### config.mk
export PLATFORM = sky130hd
export DESIGN_NAME = reg_pwm_generator
export DESIGN_NICKNAME = d
export VERILOG_FILES = /design/src/rtl/reg_pwm_generator.sv
export SDC_FILE = /design/constraint.sdc
export NUM_CORES = 1
export LEC_CHECK = 0
export CORE_ASPECT_RATIO = 1.5
export CORE_UTILIZATION = 43
export DETAILED_ROUTE_END_ITERATION = 10
export PLACE_DENSITY = 0.79
export SYNTH_ARGS = -nofsm -noshare
export SYNTH_HDL_FRONTEND = slang
export SYNTH_SLANG_ARGS = --single-unit
### constraint.sdc
create_clock -name clock -period 2.4 [get_ports clock]
set_clock_uncertainty 0.15 [all_clocks]
set_input_delay 0.24 -clock clock [delete_from_list [all_inputs] [get_ports clock]]
set_output_delay 0.24 -clock clock [all_outputs]
set_load 0.02 [all_outputs]
### src/rtl/reg_pwm_generator.sv
// ---------------------------------------------------------------------------
// reg_pwm_generator
//
// Multi-channel PWM generator. It reads the flattened register vector of an
// upstream memory-mapped register bank:
//   word 0       control: bit0 enable, bit1 invert (other bits ignored)
//   word 1       period   (low CNT_WIDTH bits used)
//   word 2+k     duty of channel k (low CNT_WIDTH bits used)
// Period, duties and invert are copied into shadow registers at enable and
// at every period boundary. A CPU write therefore never changes a period
// that is already in progress.
//
// Optional feature: define REG_PWM_IRQ_EN to build a sticky period
// interrupt. If it is not defined, irq is tied low and irq_clear is ignored.
//
// Ports
//   clock        in   system clock, rising edge
//   reset        in   asynchronous, active-high; clears every flop
//   register     in   DATA_WIDTH*(NUM_CHANNELS+2) flattened register words
//   pwm_out      out  NUM_CHANNELS registered PWM outputs
//   period_done  out  one-cycle pulse on the last cycle of each period
//   counter      out  current position inside the period
//   irq          out  sticky period interrupt
//   irq_clear    in   clears irq; if it coincides with a set, the set wins
// ---------------------------------------------------------------------------
module reg_pwm_generator #(
   parameter int DATA_WIDTH   = 32,
   parameter int NUM_CHANNELS = 2,
   parameter int CNT_WIDTH    = 16
) (
   input  logic                                   clock,
   input  logic                                   reset,
   input  logic [DATA_WIDTH*(NUM_CHANNELS+2)-1:0] register,
   output logic [NUM_CHANNELS-1:0]                pwm_out,
   output logic                                   period_done,
   output logic [CNT_WIDTH-1:0]                   counter,
   output logic                                   irq,
   input  logic                                   irq_clear
);

   typedef enum logic {IDLE, RUN} state_t;

   state_t                 state;
   state_t                 state_next;

   // Fields decoded from the live register words
   logic                   enable;
   logic                   invert;
   logic [CNT_WIDTH-1:0]   period_word;
   logic [CNT_WIDTH-1:0]   duty_word [NUM_CHANNELS];

   // Shadow copies that control the current period
   logic [CNT_WIDTH-1:0]   period_s;
   logic [CNT_WIDTH-1:0]   duty_s [NUM_CHANNELS];
   logic                   inv_s;

   logic                   load;
   logic                   wrap;
   logic                   running;
   logic [NUM_CHANNELS-1:0] pwm_next;

   // Control bits above bit1 and period/duty bits above CNT_WIDTH are
   // ignored on purpose. This reduction marks them as intentionally unused.
   logic                   unused_bits;
   assign unused_bits = ^{register, irq_clear};

   assign enable      = register[0];
   assign invert      = register[1];
   assign period_word = register[DATA_WIDTH +: CNT_WIDTH];

   always_comb begin
      for (int k = 0; k < NUM_CHANNELS; k++) begin
         duty_word[k] = register[(k+2)*DATA_WIDTH +: CNT_WIDTH];
      end
   end

   // ---- FSM: state register ----
   always_ff @(posedge clock or posedge reset) begin
      if (reset) begin
         state <= IDLE;
      end else begin
         state <= state_next;
      end
   end

   // ---- FSM: next state, shadow reload and period wrap ----
   always_comb begin
      state_next = state;
      load       = 1'b0;
      wrap       = 1'b0;
      if (state == IDLE) begin
         if (enable) begin
            state_next = RUN;
            load       = 1'b1;
         end
      end else begin
         if (!enable) begin
            state_next = IDLE;
         end else if (counter == period_s) begin
            wrap = 1'b1;
            load = 1'b1;
         end
      end
   end

   assign running = (state == RUN) && enable;

   // Compare against the counter value before the edge, so pwm_out lags
   // the counter by one cycle. IDLE and a falling enable force the outputs low.
   always_comb begin
      pwm_next = '0;
      if (running) begin
         for (int k = 0; k < NUM_CHANNELS; k++) begin
            pwm_next[k] = (counter < duty_s[k]) ^ inv_s;
         end
      end
   end

   // ---- counter, outputs and shadow registers ----
   always_ff @(posedge clock or posedge reset) begin
      if (reset) begin
         counter     <= '0;
         period_done <= 1'b0;
         pwm_out     <= '0;
         period_s    <= '0;
         inv_s       <= 1'b0;
         for (int k = 0; k < NUM_CHANNELS; k++) begin
            duty_s[k] <= '0;
         end
      end else begin
         // The counter restarts on a wrap, in IDLE and when enable drops.
         // It never passes period_s, so it cannot overflow.
         if (running && !wrap) begin
            counter <= counter + 1'b1;
         end else begin
            counter <= '0;
         end
         period_done <= wrap;
         pwm_out     <= pwm_next;
         // A register write on the reload edge is captured by that reload.
         if (load) begin
            period_s <= period_word;
            inv_s    <= invert;
            for (int k = 0; k < NUM_CHANNELS; k++) begin
               duty_s[k] <= duty_word[k];
            end
         end
      end
   end

`ifdef REG_PWM_IRQ_EN
   // Sticky interrupt. A set on the same edge as a clear takes priority,
   // and the value is kept while the FSM is in IDLE.
   always_ff @(posedge clock or posedge reset) begin
      if (reset) begin
         irq <= 1'b0;
      end else if (wrap) begin
         irq <= 1'b1;
      end else if (irq_clear) begin
         irq <= 1'b0;
      end
   end
`else
   assign irq = 1'b0;
`endif

endmodule

==> metrics.md, run 1 <==
| Metric | Value |
|---|---|
| Placeable Area | 8158 sq um |
| Post-synth cell types | 36 |
| Outcome | complete, no violations |
| Cells after DPL | 498 |
| Hold Buf Count CTS | 0 |
| DRC violations left | 0 |
| Yosys reg bits | 69 |
| P per Cell Area | 647.8 nW/um^2 |
| FMAX | 438.0 MHz |
| Syn Area/Cell | 11.78 sq um |
| Pwr Total | 3.202 mW |
| Die width | just under 80 microns |
| Synth top area share | 0.4712 |
| Clock period minus worst slack | approximately 2.3 ns |
| Commonest cells post-synth | dfrtp_1, mux2_2, inv_1 |
| Reg2reg start | counter[9] |
| Worst R2R Path Depth | 6 |
| Gr usage total | 0.2092 |
| TritonCTS Sinks | 69 |
| CP required | 2.46 ns |
| Dpl hpwl | 6.486 mm |
| Type of the worst min-delay path | in -> async |
| Final #Nets | 566 |
| Worst vdd ir | 0.3842 mV |
| Max cap viols | 0 |
| CP Capture Type | flop |
| Crit path kind | reg -> reg |
| Number of I/O port buffers | 70 |
| Setup violators final | 0 |
| Fin crit share | 0.9513 |
| Setup_tns | 0 ns |
| Num ports | 151 |
| Final Max Tran Viols | 0 |
| Clk Latency, worst-skew pair | 0.34 ns |
| CTS Root Cell | clkbuf_16 |
| CTS tree | yes |
| Most frequent cell after synthesis | dfrtp_1 |
| Non-filler cells, final | roughly 510 |
| Drt pass-1 iters | 4 |
| Initial Util | 0.4492 |
| Number of global-route vias before repair | between 2000 and 3000 |
| Largest cells by area after synthesis | dfrtp_1, mux2_2, ha_1, xnor2_1, mux2_4 |
| Largest net degree at the start of global routing | 37 |
| Most used DFF post-synth | dfrtp_1 |
| Critical Path Source | counter[9] |
| RSZ-0062 raised after global routing | no |
| Final WL | 8.476 mm |
| Startpoint types | flop |
| Worst-path clk slew | 0.05 ns |
| Avg WL per Cell | 16.55 microns |
| Yosys Warn Count | 0 |
| First-pass GRT wire length | approximately 14 mm |
| Syn_nets | 473 |
| Final Hold Fails | 0 |
| Async set or reset register ratio after synthesis | 1.000 |
| Drt first-iter violations | 69 |
| R2r endpoint | duty_s[3] |
| Area leader, netlist | dfrtp_1 |
| Die Ht | approximately 120 microns |
| Seq/Total Area, Yosys | 0.4712 |
| Max Buffers Root-to-Sink | 2 |
| Area Overhead vs Synth | 34.89% |
| Die Outline Area | 8903 sq um |
| Post-DR vias/cell | roughly 5.2 |
| Total gr overflow | 0 |
| Leakage | approximately 2.3 nW |
| Vias | 2676 |
| Synthesized cell area | 3665 sq um |
| N_diodes | 0 |
| Final Wtd Congestion | 0.8898 |
| Crit Path Max Fanout | 19 |
| Synth Instances | slightly above 300 |
| Layout cells sized above 1 | 0.2088 |
| Antenna violations before repair | 0 |
| H-tree Lvls | 3 |
| Post-synth EDFFs | 0 |
| CTS Buf Count | 9 |
| Slew margin rel. | 0.6135 |
| Rows | 40 |
| Reg2Reg Setup Slack | 0.12 ns |
| DRT antenna net count | 0 |
| Worst slew pin tran | roughly 0.58 ns |
| CP arrival | 2.35 ns |
| Worst hold slack | 0.1355 ns |
| Crit path to | duty_s[3] |
==> power by group <==
part / leakage [nW] / internal [mW] / switching (mW)
Combinational: 1.32 / 0.289 / 0.202
Sequential: 0.850 / 1.29 / 0.0815
Clock: 0.148 / 0.877 / 0.460
==> per-stage QoR <==
step                      cell area, sq um  setup WS (ns)    util
after floorplan                       3665         0.1572       -
after global placement                4634         0.1038  0.5681
after detailed placement              4634        0.05647  0.5681
after CTS                             4935        0.04905  0.6049
after global routing                  4943        0.01517  0.6060
final                                 4943         0.1168  0.6060
==> per-layer routing <==
metal | track usage | part of all wire | vias up
met5 | 0 | 0 | -
met4 | 0.1296 | 0.040 | 0
met3 | 0.03968 | 0.042 | 20
met1 | 0.2102 | 0.36 | 1317
li1 | - | - | 1261
met2 | 0.3935 | 0.56 | 78
==> layout by cell type, fill, tap and decap left out, types with 3 or more instances in the layout <==
master	instances
nand4_1	6
and4_1	4
clkbuf_16	9
xnor2_1	23
buf_4	17
nor2_1	22
clkdlybuf4s50_1	70
mux2_4	10
ha_1	31
a211oi_1	4
xor2_1	7
nand3_1	8
and3_1	3
a31oi_1	4
dfrtp_1	69
a21oi_1	6
inv_1	32
a21o_1	3
nand2_1	9
mux2_2	39
clkbuf_8	3
==> flip-flops by register name (all words and copies together) (netlist names) <==
register	flops
duty_s	32
pwm_out	2
period_done	1
inv_s	1
period_s	16
state	1
counter	16
==> worst min-delay path by stage <==
stage | end | depth (start not counted) | startpoint | slack, ns
6_report | duty_s[26] | 2 | reset | 0.14
5_1_grt | duty_s[26] | 2 | reset | 0.20
4_1_cts | duty_s[26] | 2 | reset | 0.16
3_5_place_dp | duty_s[28] | 1 | duty_s[28] | 0.35
3_3_place_gp | duty_s[29] | 1 | duty_s[29] | 0.34
2_1_floorplan | state | 0 | register[0] | 0.12
==> repair_timing <==
item | CTS | global route
resized for setup | 0 | 1
buffers inserted | 0 | 0
setup endpoints to repair | 0 | 18
==> area by class of cell <==
class / instances / area [sq um]
Fill cell: 640 / 3214
Multi-Input combinational cell: 202 / 1793
Sequential cell: 69 / 1727
Timing Repair Buffer: 89 / 868.3
Clock buffer: 13 / 270.3
Tap cell: 105 / 131.4
Inverter: 33 / 123.9
Clock inverter: 1 / 30.03
==> logic make-up after synthesis <==
family,Yosys count,share of synthesized area
AO/OA/AOI/OAI,28,0.05224
XOR/XNOR,30,0.07170
adder cells (fa/ha/maj),31,0.1058
buffers and inverters,40,0.04711
flip-flops,69,0.4712
multiplexers,51,0.1663
other,1,0.001023
AND/OR/NAND/NOR,61,0.08467
==> critical path, cell delays in order (launching register included) <==
cell     delay, ns
dfrtp_1       0.38
xnor2_1       0.27
nand4_1       0.19
nor4_4        0.38
a41oi_4       0.17
buf_4         0.26
mux2_4        0.34
Power figures use the tool's default switching activity.
==> run 2: changes to the inputs <==
--- a/config.mk
+++ b/config.mk
@@ -12,3 +12,4 @@
 export SYNTH_ARGS = -nofsm -noshare
 export SYNTH_HDL_FRONTEND = slang
 export SYNTH_SLANG_ARGS = --single-unit
+export TNS_END_PERCENT = 100
==> constraint.sdc (replaced) <==
create_clock -name clock -period 2.4 [get_ports clock]
set_clock_uncertainty 0.15 [all_clocks]
set_input_delay 0.36 -clock clock [delete_from_list [all_inputs] [get_ports clock]]
set_output_delay 0.36 -clock clock [all_outputs]
set_load 0.02 [all_outputs]
==> run 2 against run 1 <==
  * Global-route usage fell by 0.64 points
  * Die area stayed put
  * Clock power rose by 7%
  * Cell count up 0.39%
  * Register-to-register slack better by 0.03 ns
  * Power increased by 2.5%
  * Largest cell class unchanged
==> metrics.md, run 2 (synthesis results as in run 1) <==
| Metric | Value |
|---|---|
| Internal power | 2.514 mW |
| Clk Latency, worst-skew pair | about 0.33 ns |
| Area of the multi-input gates | 1793 sq um |
| Layout cells sized above 1 | 0.2127 |
| Area Overhead vs Synth | 35.27% |
| Final WL | 8.155 mm |
| FILL cells | 640 |
| Max cap viols | 0 |
| Cells after DPL | 498 |
| Crit Path Max Fanout | 30 |
| Dpl hpwl | 6.335 mm |
| Vias | 2640 |
| CP required | between 2 and 2.5 ns |
| Crit path kind | reg -> reg |
| Register Area | around 1700 sq um |
| Final #Nets | 566 |
| Type of the worst min-delay path | in -> async |
| Non-filler cells, final | 514 |
| DRT antenna net count | 0 |
| RSZ-0062 raised after global routing | no |
| Worst vdd ir | 0.4699 mV |
| Net Sw Power | 0.7688 mW |
| CP arrival | about 2.3 ns |
| Largest net degree at the start of global routing | 70 |
| CTS Buf Count | 9 |
| First-pass GRT wire length | 13.45 mm |
| Num ports | 151 |
| Clock network power share | 0.436 |
| Biggest register | duty_s |
| Max reg flops | 32 |
| Final Hold Fails | 0 |
| Slew margin rel. | 0.6556 |
| CTS tree | yes |
| Startpoint types | flop |
| Commonest non-fill, non-tap cells in the layout | clkdlybuf4s50_1, dfrtp_1, mux2_2 |
| Drt pass-1 iters | 4 |
| Placeable Area | between 8000 and 9000 sq um |
| Initial Util | 0.4492 |
| Post-DP Area | 4622 sq um |
| Setup_tns | 0 ns |
| Fin crit share | 0.9378 |
| DRC violations left | 0 |
| Antenna violations before repair | 0 |
| Total gr overflow | 0 |
| Die Ht | 115.1 microns |
| Max Buffers Root-to-Sink | 2 |
| Most common cell after layout, fill and taps aside | clkdlybuf4s50_1 |
| Post-DR vias/cell | ~5.1 |
| Worst R2R Path Depth | 6 |
| Share of power burned in registers | 0.418 |
| Die width | 77.38 microns |
| Avg WL per Cell | 15.87 microns |
| Sw Share | 0.2342 |
| Combinational share of power | 0.146 |
| Final Cell Area | 4957 sq um |
| Outcome | complete, no violations |
| Clock period minus worst slack | 2.251 ns |
| TritonCTS Sinks | 69 |
| Gr usage total | 0.2027 |
| FMAX | about 440 MHz |
| Hold Buf Count CTS | 0 |
| Total setup buffers inserted after CTS | 0 |
| Number of I/O port buffers | 70 |
| Worst-path clk slew | 0.06 ns |
| Final Wtd Congestion | 0.8739 |
| CTS Root Cell | clkbuf_16 |
| Final Util | 0.6077 |
| Drt first-iter violations | 126 |
| Largest regs | duty_s (32), counter (16), period_s (16) |
| Leakage | 2.312 nW |
| Number of global-route vias before repair | 2770 |
| Setup violators final | 0 |
| P per Cell Area | 662.3 nW/um^2 |
| H-tree Lvls | 3 |
| CP Capture Type | flop |
| Post-cts sizing count | 0 |
| N_diodes | 0 |
| Final Max Tran Viols | 0 |
| Rows | 40 |
| Pwr Total | 3.283 mW |
| Worst slew pin tran | 0.5167 ns |
| Die Outline Area | 8903 sq um |
[run 2: changes by cell type in the layout (fill, tap and decap cells not counted), sizes merged]
cell	delta
bufinv	+1
clkbuf	-2
clkinv	+1
clkinvlp	+2
[run 2: final cells by class]
class | instances | area share
Timing Repair Buffer | 89 | 0.1726
Clock buffer | 11 | 0.04897
Sequential cell | 69 | 0.3483
Clock inverter | 5 | 0.01691
Multi-Input combinational cell | 202 | 0.3617
Tap cell | 105 | 0.02650
Inverter | 33 | 0.02499
[run 2: per-stage QoR]
step	worst slack [ns]	hold WS [ns]
floorplan	0.1501	0.2414
global placement	0.1120	0.3391
detailed placement	0.07255	0.3434
CTS	0.07680	0.2778
global route	0.02348	0.3138
finish	0.1493	0.2677
[run 2: power by group through the flow]
stage                     Clock (mW)  Combinational, mW  Sequential (mW)
after floorplan                    0              0.309             1.37
after global placement             0              0.463             1.39
after detailed placement           0              0.483             1.39
after CTS                       1.46              0.487             1.37
after global routing            1.52              0.536             1.39
final                           1.43              0.479             1.37
[run 2: worst max-delay path: stages (launching register included)]
cell,delay [ns]
dfrtp_1,0.46
xnor2_1,0.21
nand4_1,0.16
nor4_4,0.39
a41oi_4,0.15
buf_4,0.28
mux2_2,0.32
[run 2: final timing paths]
path                            startpoint           to  slack (ns)
worst max-delay path            counter[6]  period_s[6]        0.15
worst max register to register  counter[6]  period_s[6]        0.15
max in group asynchronous            reset  period_s[9]        1.54
min in group clock              duty_s[26]   duty_s[26]        0.35
worst min register to register  duty_s[26]   duty_s[26]        0.35
worst min-delay path                 reset   duty_s[27]        0.27
[run 2: metal layers]
metal	up-vias	part of all wire	track usage
met5	-	0	0
met4	0	0.028	0.09811
met3	17	0.029	0.04206
met2	54	0.55	0.3788
met1	1302	0.39	0.2148
li1	1267	-	-
